--- src/rtl/wb_gpio_ctrl.sv ---
// Wishbone GPIO controller: output register, synchronised inputs, edge-latched level interrupt.
// Optional per-channel input debouncer is compiled in when GPIO_DEBOUNCE_EN is defined.
module wb_gpio_ctrl #(
  parameter int               IN_W            = 4,
  parameter int               OUT_W           = 4,
  parameter logic [OUT_W-1:0] OUT_RST         = '0,
  parameter int               DEBOUNCE_CYCLES = 1000
) (
  input  logic             clk,
  input  logic             rst,
  input  logic             wb_cyc_i,
  input  logic             wb_stb_i,
  input  logic             wb_we_i,
  input  logic [2:0]       wb_adr_i,
  input  logic [31:0]      wb_dat_i,
  input  logic [3:0]       wb_sel_i,
  output logic [31:0]      wb_dat_o,
  output logic             wb_ack_o,
  input  logic [IN_W-1:0]  gpio_i,
  output logic [OUT_W-1:0] gpio_o,
  output logic             irq_o
);

  if (IN_W < 1 || IN_W > 32 || OUT_W < 1 || OUT_W > 32 || DEBOUNCE_CYCLES < 2) begin : g_bad_param
    $error("wb_gpio_ctrl: parameter out of range");
  end

  localparam logic [2:0] ADR_DOUT = 3'd0;
  localparam logic [2:0] ADR_DIN  = 3'd1;
  localparam logic [2:0] ADR_EN   = 3'd2;
  localparam logic [2:0] ADR_POL  = 3'd3;
  localparam logic [2:0] ADR_STAT = 3'd4;

  logic             ack_q, ack_d;
  logic [31:0]      dat_q, dat_d;
  logic [OUT_W-1:0] dout_q, dout_d;
  logic [IN_W-1:0]  en_q, en_d;
  logic [IN_W-1:0]  pol_q, pol_d;
  logic [IN_W-1:0]  stat_q, stat_d;
  logic [IN_W-1:0]  sync1_q, sync2_q;
  logic [IN_W-1:0]  filt_dly_q;
  logic [IN_W-1:0]  filt;
  logic [IN_W-1:0]  edge_hit;
  logic             access;
  logic             wr;
  logic [31:0]      wmask;
  logic [31:0]      rdata;

`ifdef GPIO_DEBOUNCE_EN
  localparam int              CNT_W  = $clog2(DEBOUNCE_CYCLES);
  localparam logic [CNT_W-1:0] CNT_TC = CNT_W'(DEBOUNCE_CYCLES - 1);

  logic [IN_W-1:0][CNT_W-1:0] cnt_q, cnt_d;
  logic [IN_W-1:0]            filt_q, filt_d;

  // Filtered bit only follows sync after DEBOUNCE_CYCLES consecutive cycles of disagreement.
  always_comb begin
    cnt_d  = cnt_q;
    filt_d = filt_q;
    for (int k = 0; k < IN_W; k++) begin
      if (sync2_q[k] == filt_q[k]) begin
        cnt_d[k] = '0;
      end else if (cnt_q[k] == CNT_TC) begin
        filt_d[k] = sync2_q[k];
        cnt_d[k]  = '0;
      end else begin
        cnt_d[k] = cnt_q[k] + CNT_W'(1);
      end
    end
  end

  always_ff @(posedge clk or posedge rst) begin
    if (rst) begin
      cnt_q  <= '0;
      filt_q <= '0;
    end else begin
      cnt_q  <= cnt_d;
      filt_q <= filt_d;
    end
  end

  assign filt = filt_q;
`else
  assign filt = sync2_q;
`endif

  always_comb begin
    access = wb_cyc_i & wb_stb_i & ~ack_q;
    wr     = access & wb_we_i;
    wmask  = {{8{wb_sel_i[3]}}, {8{wb_sel_i[2]}}, {8{wb_sel_i[1]}}, {8{wb_sel_i[0]}}};

    case (wb_adr_i)
      ADR_DOUT: rdata = 32'(dout_q);
      ADR_DIN:  rdata = 32'(filt);
      ADR_EN:   rdata = 32'(en_q);
      ADR_POL:  rdata = 32'(pol_q);
      ADR_STAT: rdata = 32'(stat_q);
      default:  rdata = '0;
    endcase

    ack_d = access;
    dat_d = access ? rdata : dat_q;

    dout_d = dout_q;
    en_d   = en_q;
    pol_d  = pol_q;
    stat_d = stat_q;
    if (wr) begin
      case (wb_adr_i)
        ADR_DOUT: dout_d = OUT_W'((32'(dout_q) & ~wmask) | (wb_dat_i & wmask));
        ADR_EN:   en_d   = IN_W'((32'(en_q) & ~wmask) | (wb_dat_i & wmask));
        ADR_POL:  pol_d  = IN_W'((32'(pol_q) & ~wmask) | (wb_dat_i & wmask));
        ADR_STAT: stat_d = stat_q & ~IN_W'(wb_dat_i & wmask);
        default:  ;
      endcase
    end

    // New edges are OR-ed in after the W1C so a same-cycle set beats a clear.
    edge_hit = (filt ^ filt_dly_q) & ~(filt ^ pol_q);
    stat_d   = stat_d | edge_hit;
  end

  always_ff @(posedge clk or posedge rst) begin
    if (rst) begin
      ack_q      <= 1'b0;
      dat_q      <= '0;
      dout_q     <= OUT_RST;
      en_q       <= '0;
      pol_q      <= '0;
      stat_q     <= '0;
      sync1_q    <= '0;
      sync2_q    <= '0;
      filt_dly_q <= '0;
    end else begin
      ack_q      <= ack_d;
      dat_q      <= dat_d;
      dout_q     <= dout_d;
      en_q       <= en_d;
      pol_q      <= pol_d;
      stat_q     <= stat_d;
      sync1_q    <= gpio_i;
      sync2_q    <= sync1_q;
      filt_dly_q <= filt;
    end
  end

  assign wb_ack_o = ack_q;
  assign wb_dat_o = dat_q;
  assign gpio_o   = dout_q;
  assign irq_o    = |(stat_q & en_q);

endmodule

--- config.mk ---
export PLATFORM = sky130hd
export DESIGN_NAME = wb_gpio_ctrl
export DESIGN_NICKNAME = d
export VERILOG_FILES = /design/src/rtl/wb_gpio_ctrl.sv
export SDC_FILE = /design/constraint.sdc
export NUM_CORES = 1
export LEC_CHECK = 0
export ABC_AREA = 1
export BUFFER_PORTS_ARGS = -buffer_cell sky130_fd_sc_hd__buf_2
export CAP_MARGIN = 20
export CORE_ASPECT_RATIO = 0.8
export CORE_UTILIZATION = 40
export CTS_CLUSTER_DIAMETER = 50
export CTS_CLUSTER_SIZE = 40
export DETAILED_ROUTE_END_ITERATION = 7
export GPL_TIMING_DRIVEN = 0
export PLACE_DENSITY = 0.75
export SETUP_SLACK_MARGIN = 0.15
export SYNTH_ARGS = -nofsm -noshare
export SYNTH_HDL_FRONTEND = slang
export SYNTH_SLANG_ARGS = --single-unit
--- constraint.sdc ---
create_clock -name clk -period 1.1 [get_ports clk]
set_input_delay 0.165 -clock clk [delete_from_list [all_inputs] [get_ports clk]]
set_output_delay 0.165 -clock clk [all_outputs]
set_load 0.01 [all_outputs]
==> results of run 1 <==
[layer usage]
| layer | share of wire (%) | global-route usage [%] | routed length [microns] | up-vias |
|---|---|---|---|---|
| li1 | - | - | - | 716 |
| met1 | 45 | 23.0 | 1600 | 656 |
| met2 | 47 | 27.9 | 1660 | 58 |
| met3 | 7.0 | 5.10 | 247 | 6 |
| met4 | 1.2 | 7.42 | 44 | 0 |
| met5 | 0 | 0 | 0 | - |
[how the worst max path moves through the flow]
stage / from / slack (ps) / endpoint / depth (start not counted)
3_5_place_dp: wb_ack_o$_DFF_PP0_ / -240 / flop / 6
6_report: wb_ack_o$_DFF_PP0_ / -80 / stat_q[0]$_DFF_PP0_ / 7
5_1_grt: wb_ack_o$_DFF_PP0_ / -150 / stat_q[3]$_DFF_PP0_ / 7
4_1_cts: wb_ack_o$_DFF_PP0_ / -130 / stat_q[0]$_DFF_PP0_ / 6
2_1_floorplan: wb_ack_o$_DFF_PP0_ / -40 / flop / 6
3_3_place_gp: wb_ack_o$_DFF_PP0_ / -240 / flop / 6
[kinds of logic after synthesis]
family,Yosys count
and+or+nand+nor,79
buffers and inverters,48
DFF,33
AOI/OAI and AO/OA,24
other,1
[cell usage after synthesis, drive strengths merged]
library cell / instances / area share (%)
inv: 17 / 3.9
nand4: 5 / 1.9
dfrtp: 33 / 50
nand2: 39 / 8.9
a21o: 3 / 1.4
buf: 31 / 14
nor2: 9 / 3.0
nand3: 25 / 8.6
nor3: 1 / 0.99
o21bai: 3 / 1.4
conb: 1 / 0.23
o21ai: 18 / 5.5
[tightest hold or removal path, delay by kind of cell]
| family | cells | cell delay [ps] |
|---|---|---|
| AND/OR/NAND/NOR | 3 | 160 |
| buffers and inverters | 1 | 110 |
[cell type report]
cell class	count	area [sq um]
timing repair buffer	50	397
clock buffer	7	86.3
clock inverter	1	30.0
tap	55	68.8
buffer	31	236
multi-input combinational	131	659
fill	337	1510
inverter	17	67.6
sequential	33	826
[power groups by stage]
stage | Clock, W | Combinational [W] | Sequential, W
after floorplan | 0 | 0.000306 | 0.00140
after global placement | 0 | 0.000437 | 0.00140
after detailed placement | 0 | 0.000456 | 0.00140
after CTS | 0.00120 | 0.000535 | 0.00137
after global routing | 0.00124 | 0.000659 | 0.00139
final | 0.00117 | 0.000594 | 0.00138
[metrics by stage]
| stage | total power, W | setup WS (ps) | util [%] | area [sq um] | TNS [ps] |
|---|---|---|---|---|---|
| 2_1_floorplan | 0.00171 | -43.9 | - | 1750 | -290 |
| 4_1_cts | 0.00310 | -131 | 58.3 | 2260 | -1450 |
| 5_1_grt | 0.00329 | -149 | 61.1 | 2370 | -1620 |
| 3_3_place_gp | 0.00184 | -235 | 50.1 | 1940 | -9510 |
| 6_report | 0.00315 | -82.0 | 61.1 | 2370 | -539 |
| 3_5_place_dp | 0.00186 | -239 | 50.8 | 1970 | -2900 |
[repair_timing]
action,4_1_cts,5_1_grt
hold endpoints to repair,13,0
resized for setup,5,16
gates cloned,0,0
setup buffers,15,5
endpoints found under the setup margin,26,54
pin swaps,12,14
hold buffers,5,0
==> results_dict.tcl, run 1 <==
set metrics [dict create \
    final-setup-viol-count 10 \
    cpPeakStageDelay_ps 380 \
    status "finished with violations" \
    final-hold-violation-count 0 \
    antenna_found_initial 0 \
    cts_max_level 2 \
    violations "setup timing" \
    design.final.nets 317 \
    irDropWorstVdd_mv 0.885 \
    slew_viol_final 0 \
    whs_path_depth 4 \
    synth_cells 185 \
    numCtsBuffers 5 \
    first_iter_violations 73 \
    max_clock_freq_mhz 846 \
    floorplan.core_area_sq_um 3880 \
    path_cells "inv_2 -> nand3_4 -> nor2_4 -> buf_12 -> buf_6 -> nand3_1 -> a21o_1" \
    initial_utilization_pct 42.5 \
    clockBufferDepth 2 \
    p_per_area_nw_per_um2 1330 \
    final_min_period_over_clock_period_pct 107 \
    global_route_wire_length_before_repair_mm 5.64 \
    routed_wl_mm 3.55 \
    synth.lib_cells_used.distinct 18 \
    rows 20 \
    track_usage_pct 17.7 \
    floorplan.io_pins 86 \
    drive_above_1_share_pct 35.9 \
    main_combinational_cell_family_by_area_after_synthesis "simple AND/OR/NAND/NOR gates" \
    clockRootBuffer "clkbuf_8" \
    cts_tree "built" \
    min_to "stat_q[1]$_DFF_PP0_" \
    drt.antenna.violating_nets 0 \
    detailroute.via_count 1436 \
    finalWeightedCongestion 0.914 \
    seq_power_share_pct 43.8 \
    fp.dieW_microns 73.8 \
    yosys.area_share.adder_pct 0 \
    synth_compound_area_share_pct 8.19 \
    route.detailed.drc 0 \
    power_leakage_nw 1.29 \
    worst_r2r_endpoint "stat_q[0]$_DFF_PP0_" \
    clk_transition_reported_paths_ps 70 \
    commonest_non_fill_non_tap_cells_in_the_layout "buf_4 (41), nand2_1 (36), dfrtp_1 (33)" \
    synth_seq_cells 33 \
    numPortBuffers 24 \
    clk-insertion-delay-late_ps 290 \
    setup_slack_reg_to_reg_ps -80 \
    fin_cells 325 \
    pin_count_of_the_biggest_net_entering_global_routing 25 \
    yosysSeqAreaShare_pct 50.0 \
    worst_path_max_delay_cell "dfrtp_1" \
    critical_path.top_delay_family "flip-flops" \
    clock_power_share_pct 37.4 \
    first_pass_iters 4 \
    final_common_cell "buf_4" \
    post_synth_xor_area_fraction_pct 0 \
    rsz0062_at_grt "yes" \
    maxCapViolations 0 \
    dpl.cell_count 292 \
    critical_path_required_ps 1280 \
    die_height_microns 59.5 \
    crit-reg2reg-launch "wb_ack_o$_DFF_PP0_" \
    worst_ep_arrival_time_ps 1370 \
    syn_area_sq_um 1650 \
    dp_hpwl_mm 2.39 \
    synthSimpleGateAreaFrac_pct 23.4 \
    wl_per_cell_microns 10.9 \
    criticalPathCategory "reg -> reg" \
    finalCriticalPeriod_ps 1180 \
    number_of_warnings_printed_during_yosys_synthesis 0 \
    netSwitchingFraction_pct 25.4 \
    min_from "wb_dat_i[1]" \
    post_syn_area_per_cell_sq_um 8.92 \
    final.setup.worst_slack_ps -82.0 \
    cp.buffers_inverters 3 \
    cell_internal_pwr_w 0.00235 \
    ff2ff_path_depth 7 \
    crit_path_end_kind "flop" \
    floorplan.die_area_sq_um 4390 \
    share_comb_of_total_power_pct 18.9 \
    antenna-diode-count 0 \
    overflow 0 \
    hold-worst-slack_ps 181 \
    cts_num_sinks 33 \
    finClkSkew_ps 4.11 \
    min-delay-path-class "in -> reg" \
    drt-vias-per-instance 4.42 \
    via_count_of_the_first_global_routing_pass 1227 \
    synth.mux.area_fraction_pct 0 \
    net-switching-power_w 0.000799 \
    start_kind "flop" \
    worstPathMaxFanout 6 \
    layout-area-overhead-vs-synth_pct 43.7 \
]
No activity file was read; power rests on OpenSTA's default activity.
==> inputs of run 2 (changes only) <==
--- a/config.mk
+++ b/config.mk
@@ -5,7 +5,6 @@
 export SDC_FILE = /design/constraint.sdc
 export NUM_CORES = 1
 export LEC_CHECK = 0
-export ABC_AREA = 1
 export BUFFER_PORTS_ARGS = -buffer_cell sky130_fd_sc_hd__buf_2
 export CAP_MARGIN = 20
 export CORE_ASPECT_RATIO = 0.8
@@ -14,7 +13,7 @@
 export CTS_CLUSTER_SIZE = 40
 export DETAILED_ROUTE_END_ITERATION = 7
 export GPL_TIMING_DRIVEN = 0
-export PLACE_DENSITY = 0.75
+export PLACE_DENSITY = 0.74
 export SETUP_SLACK_MARGIN = 0.15
 export SYNTH_ARGS = -nofsm -noshare
 export SYNTH_HDL_FRONTEND = slang
==> results_dict.tcl, run 2 <==
set metrics [dict create \
    status "finished with violations" \
    violations "setup timing" \
    rows 21 \
    numPortBuffers 26 \
    floorplan.core_area_sq_um 4200 \
    initial_utilization_pct 41.8 \
    cts_num_sinks 33 \
    track_usage_pct 16.3 \
    p_per_area_nw_per_um2 1220 \
    antenna_found_initial 0 \
    cts_tree "built" \
    maxCapViolations 0 \
    drt-vias-per-instance 4.56 \
    die_height_microns 61.3 \
    synth_largest_area_cell "dfrtp_1" \
    syn_area_sq_um 1760 \
    crit_path_end_kind "flop" \
    critical_path_required_ps 1270 \
    wl_per_cell_microns 12.8 \
    numCtsBuffers 5 \
    antenna-diode-count 0 \
    worst_max_slew_pin_slew_ps 689 \
    clk_transition_reported_paths_ps 70 \
    clockRootBuffer "clkbuf_8" \
    worstPathMaxFanout 5 \
    slew_viol_final 0 \
    final.setup.worst_slack_ps -326 \
    dp_hpwl_mm 2.49 \
    power_leakage_nw 1.20 \
    rsz0062_at_grt "yes" \
    finClkSkew_ps 7.48 \
    hold-worst-slack_ps 159 \
    min-delay-path-class "in -> reg" \
    overflow 0 \
    ys_dominant_reg_cell "dfrtp_1" \
    timing.slew.headroom_pct 53.6 \
    drt.antenna.violating_nets 0 \
    setup-tns-final_ps -5070 \
    max_clock_freq_mhz 701 \
    synth_cells 149 \
    pin_count_of_the_biggest_net_entering_global_routing 24 \
    finalWeightedCongestion 0.829 \
    floorplan.die_area_sq_um 4660 \
    first_iter_violations 106 \
    final-hold-violation-count 0 \
    clockBufferDepth 2 \
    first_pass_iters 4 \
    worst_ep_arrival_time_ps 1600 \
    synth_top_cells_by_area "dfrtp_1 (47%), buf_4 (13%), mux2_2 (10%)" \
    fp.dieW_microns 76.1 \
    synth_commonest_cells "dfrtp_1 (33), buf_4 (30), mux2_2 (16), nand2_1 (11), o211ai_1 (8)" \
    commonest_non_fill_non_tap_cells_in_the_layout "buf_4 (39), dfrtp_1 (33), conb_1 (28)" \
    yosys.area.top_type_share_pct 47.0 \
    finalCriticalPeriod_ps 1430 \
    cts_max_level 2 \
    final_common_cell "buf_4" \
    design_area_sq_um 2450 \
    final-setup-viol-count 21 \
    floorplan.io_pins 86 \
    routed_wl_mm 3.68 \
    post_syn_area_per_cell_sq_um 11.8 \
    start_kind "flop" \
    clk-insertion-delay-late_ps 290 \
    route.detailed.drc 0 \
    number_of_warnings_printed_during_yosys_synthesis 0 \
    synth.lib_cells_used.distinct 29 \
    post_dp_cell_area_sq_um 2110 \
    post-synth-top-count-cell "dfrtp_1" \
    final_min_period_over_clock_period_pct 130 \
    irDropWorstVdd_mv 0.746 \
    layout-area-overhead-vs-synth_pct 39.5 \
    postSynth.asyncResetShare_pct 100 \
    finalPower_w 0.00299 \
    criticalPathCategory "reg -> reg" \
    design.final.nets 278 \
    detailroute.via_count 1314 \
    synth_edf_count 0 \
    yosysSeqAreaShare_pct 47.0 \
    drive_above_1_share_pct 48.5 \
    global_route_wire_length_before_repair_mm 5.55 \
    synth_seq_cells 33 \
    via_count_of_the_first_global_routing_pass 1150 \
]
-- run 2: cell types whose count changed after synthesis, sizes merged, moves of 5 or more --
cell	delta
nand2b	+5
mux2	+16
o211ai	+8
nand2	-27
inv	-14
nor2b	+5
nand3	-25
nor4bb	+5
nor2	-8
o21ai	-17
-- run 2: metrics by stage --
stage	util, %	instances	setup WS, ps
6_report	58.3	288	-326
5_1_grt	58.3	288	-373
2_1_floorplan	-	176	-366
3_5_place_dp	50.2	260	-500
4_1_cts	57.5	286	-357
3_3_place_gp	49.5	259	-496
-- run 2: what timing repair did --
item / CTS / global route
resized for setup: 13 / 5
hold endpoints to repair: 14 / 0
setup buffers: 13 / 2
hold buffers: 5 / 0
pin swaps: 9 / 8
setup endpoints to repair: 30 / 54
-- run 2: worst paths after layout --
| check | startpoint | to | slack, ps | cells past startpoint |
|---|---|---|---|---|
| worst min-delay path | wb_dat_i[1] | flop | 160 | 2 |
| worst max register to register | wb_ack_o$_DFF_PP0_ | flop | -330 | 4 |
| max in group asynchronous | rst | stat_q[1]$_DFF_PP0_ | 350 | 4 |
| min in group asynchronous | rst | asynchronous set/reset pin | 370 | 3 |
| worst max-delay path | wb_ack_o$_DFF_PP0_ | flop | -330 | 4 |
| worst min register to register | sync1_q[1]$_DFF_PP0_ | filt[1]$_DFF_PP0_ | 350 | 0 |
-- run 2: kinds of logic (layout without fill, tap and decap cells) --
| family | Yosys count | after routing | synth area share (%) |
|---|---|---|---|
| AO/OA/AOI/OAI | 23 | 23 | 9.33 |
| flip-flops | 33 | 33 | 47.0 |
| buffers and inverters | 35 | 90 | 14.0 |
| other | 1 | 28 | 0.213 |
| multiplexers | 16 | 16 | 10.3 |
| AND/OR/NAND/NOR | 41 | 41 | 19.2 |
-- run 2: area by class of cell --
class	instances	area, sq um
inverters	3	17.5
clock inverters	1	5.00
repair buffers	47	352
well taps	57	71.3
multi-input cells	108	850
plain buffers	32	234
clock buffers	7	96.3
fillers	371	1750
flip-flops and latches	33	826
-- run 2: worst max-delay path, stage by stage (launching register included) --
cell and delay (ps):
dfrtp_1 380, nand3b_4 220, nor4_4 240, buf_6 170
mux2_4 300
-- run 2: layer usage --
layer	part of all wire, %	vias to the layer above	GRT usage (%)
li1	-	643	-
met1	48	630	21.4
met2	45	36	24.7
met3	6.1	5	5.78
met4	1.1	0	7.69
met5	0	-	0
-- run 2: where the power goes --
part | internal (W) | switching, W
clock network | 0.000565 | 0.000435
registers | 0.00131 | 0.0000687
logic | 0.000333 | 0.000276
==> inputs of run 3 (changes only) <==
--- a/config.mk
+++ b/config.mk
@@ -13,7 +13,7 @@
 export CTS_CLUSTER_SIZE = 40
 export DETAILED_ROUTE_END_ITERATION = 7
 export GPL_TIMING_DRIVEN = 0
-export PLACE_DENSITY = 0.74
+export PLACE_DENSITY = 0.71
 export SETUP_SLACK_MARGIN = 0.15
 export SYNTH_ARGS = -nofsm -noshare
 export SYNTH_HDL_FRONTEND = slang
==> constraint.sdc (replaced) <==
create_clock -name clk -period 1.6 [get_ports clk]
set_input_delay 0.24 -clock clk [delete_from_list [all_inputs] [get_ports clk]]
set_output_delay 0.24 -clock clk [all_outputs]
set_load 0.01 [all_outputs]
==> results_dict.tcl, run 3 (same netlist as run 2, synthesis figures left out) <==
set metrics [dict create \
    status "finished with violations" \
    violations "DRC" \
    netSwitchingFraction_pct 24.2 \
    power_leakage_nw 1.14 \
    critical_path.top_delay_family "simple AND/OR/NAND/NOR gates" \
    max_clock_freq_mhz 671 \
    final-setup-viol-count 0 \
    slew_viol_final 0 \
    final_common_cell "buf_4" \
    pin_count_of_the_biggest_net_entering_global_routing 21 \
    floorplan.die_area_sq_um 4660 \
    maxCapViolations 0 \
    design_area_sq_um 2310 \
    antenna_found_initial 0 \
    share_comb_of_total_power_pct 17.5 \
    final.setup.worst_slack_ps 110 \
    timing.slew.headroom_pct 60.0 \
    worst_max_slew_pin_slew_ps 600 \
    routed_wl_mm 3.47 \
    drt.antenna.violating_nets 0 \
    route.detailed.drc 2 \
    setup-tns-final_ps 0 \
    via_count_of_the_first_global_routing_pass 1104 \
    worst_setup_path_start "wb_ack_o$_DFF_PP0_" \
    clockBufferDepth 2 \
    min-delay-path-class "in -> async" \
    worst-path-stages 4 \
    drive_above_1_share_pct 46.4 \
    seq_power_share_pct 45.0 \
    cts_num_sinks 33 \
    finalCriticalPeriod_ps 1490 \
    crit_path_end_kind "flop" \
    commonest_non_fill_non_tap_cells_in_the_layout "buf_4 (38), dfrtp_1 (33), conb_1 (28)" \
    design.final.nets 267 \
    p_per_area_nw_per_um2 913 \
    final-hold-violation-count 0 \
    antenna-diode-count 0 \
    drt-vias-per-instance 4.51 \
    net-switching-power_w 0.000511 \
    irDropWorstVdd_mv 0.573 \
    clockRootBuffer "clkbuf_8" \
    clk_transition_reported_paths_ps 60 \
    fp.dieW_microns 76.1 \
    worstPathMaxFanout 6 \
    finalPower_w 0.00211 \
    floorplan.io_pins 86 \
    finClkSkew_ps 3.76 \
    rows 21 \
    global_route_wire_length_before_repair_mm 5.51 \
    cts_tree "built" \
    critical_path_required_ps 1760 \
    die_height_microns 61.3 \
    cp.buffers_inverters 1 \
    crit-reg2reg-launch "wb_ack_o$_DFF_PP0_" \
    clk-insertion-delay-late_ps 280 \
    first_iter_violations 69 \
    overflow 0 \
    cell_internal_pwr_w 0.00160 \
    layout-area-overhead-vs-synth_pct 31.6 \
    initial_utilization_pct 41.8 \
    finalWeightedCongestion 0.829 \
    worst_path_max_delay_cell "dfrtp_1" \
    first_pass_iters 7 \
    final_min_period_over_clock_period_pct 93.1 \
    rsz0062_at_grt "yes" \
    detailroute.via_count 1248 \
    cts.hold.buffers_added 0 \
    clock_power_share_pct 37.4 \
    path_cells "nand3b_4 -> nor4_4 -> buf_4 -> mux2_4" \
    final_util_pct 55.0 \
    numPortBuffers 26 \
    worst_ep_arrival_time_ps 1650 \
    cpPeakStageDelay_ps 380 \
    track_usage_pct 15.9 \
    start_kind "flop" \
    wl_per_cell_microns 12.5 \
    placement.setup.worst_slack_ps -40.9 \
    post_dp_cell_area_sq_um 2090 \
    cts_max_level 2 \
    floorplan.core_area_sq_um 4200 \
    dp_hpwl_mm 2.49 \
    criticalPathCategory "reg -> reg" \
    numCtsBuffers 5 \
    ff2ff_path_depth 4 \
    setup_slack_reg_to_reg_ps 110 \
]
## run 3: changes by cell type in the layout (fill, tap and decap cells not counted), moves of 5 or more
| cell | previous run | this run |
|---|---|---|
| mux2_2 | 4 | 10 |
| buf_6 | 5 | 0 |
| dlygate4sd3_1 | 5 | 0 |
| mux2_4 | 12 | 6 |
## run 3: worst reg2reg max path, stage by stage (launching register included)
cell	delay, ps
dfrtp_1	380
nand3b_4	230
nor4_4	260
buf_4	200
mux2_4	300
## run 3: timing repair
item                       4_1_cts  5_1_grt
setup endpoints to repair       16       17
gates resized for setup          7        1
pin swaps                        3        2
buffers inserted                 7        2
## run 3: final cells by class
cell class,count,area (sq um)
Buffer,32,234
Clock buffer,7,86.3
Clock inverter,1,30.0
Fill cell,389,1890
Inverter,3,11.3
Multi-Input combinational cell,108,815
Sequential cell,33,826
Tap cell,57,71.3
Timing Repair Buffer,36,238
## run 3: layer usage
layer  routed length [microns]  GRT usage, %  vias up
li1                          -             -      621
met1                      1760          22.7      576
met2                      1450          23.4       46
met3                       227          3.85        5
met4                        31          6.59        0
met5                         0             0        -
## run 3: power by group through the flow
| stage | sequential (W) | combinational [W] | clock [W] |
|---|---|---|---|
| after floorplan | 0.000960 | 0.000233 | 0 |
| final | 0.000951 | 0.000370 | 0.000790 |
| after detailed placement | 0.000962 | 0.000345 | 0 |
| after global placement | 0.000958 | 0.000332 | 0 |
| after global routing | 0.000959 | 0.000408 | 0.000839 |
| after CTS | 0.000948 | 0.000366 | 0.000814 |
## run 3: stage by stage
step / std cells / hold WS (ps)
6_report: 277 / 21.3
5_1_grt: 277 / 49.9
4_1_cts: 275 / 35.2
3_5_place_dp: 260 / 331
3_3_place_gp: 259 / 332
2_1_floorplan: 176 / 271
## run 3: worst min path at each step
stage	start	end	slack (ps)	depth (start not counted)
after CTS	rst	filt[2]$_DFF_PP0_	40	2
after global routing	gpio_i[0]	sync1_q[0]$_DFF_PP0_	50	1
final	rst	sync1_q[2]$_DFF_PP0_	20	2
after detailed placement	rst	sync1_q[2]$_DFF_PP0_	330	2
after floorplan	gpio_i[0]	sync1_q[0]$_DFF_PP0_	270	0
after global placement	sync1_q[3]$_DFF_PP0_	filt[3]$_DFF_PP0_	330	0
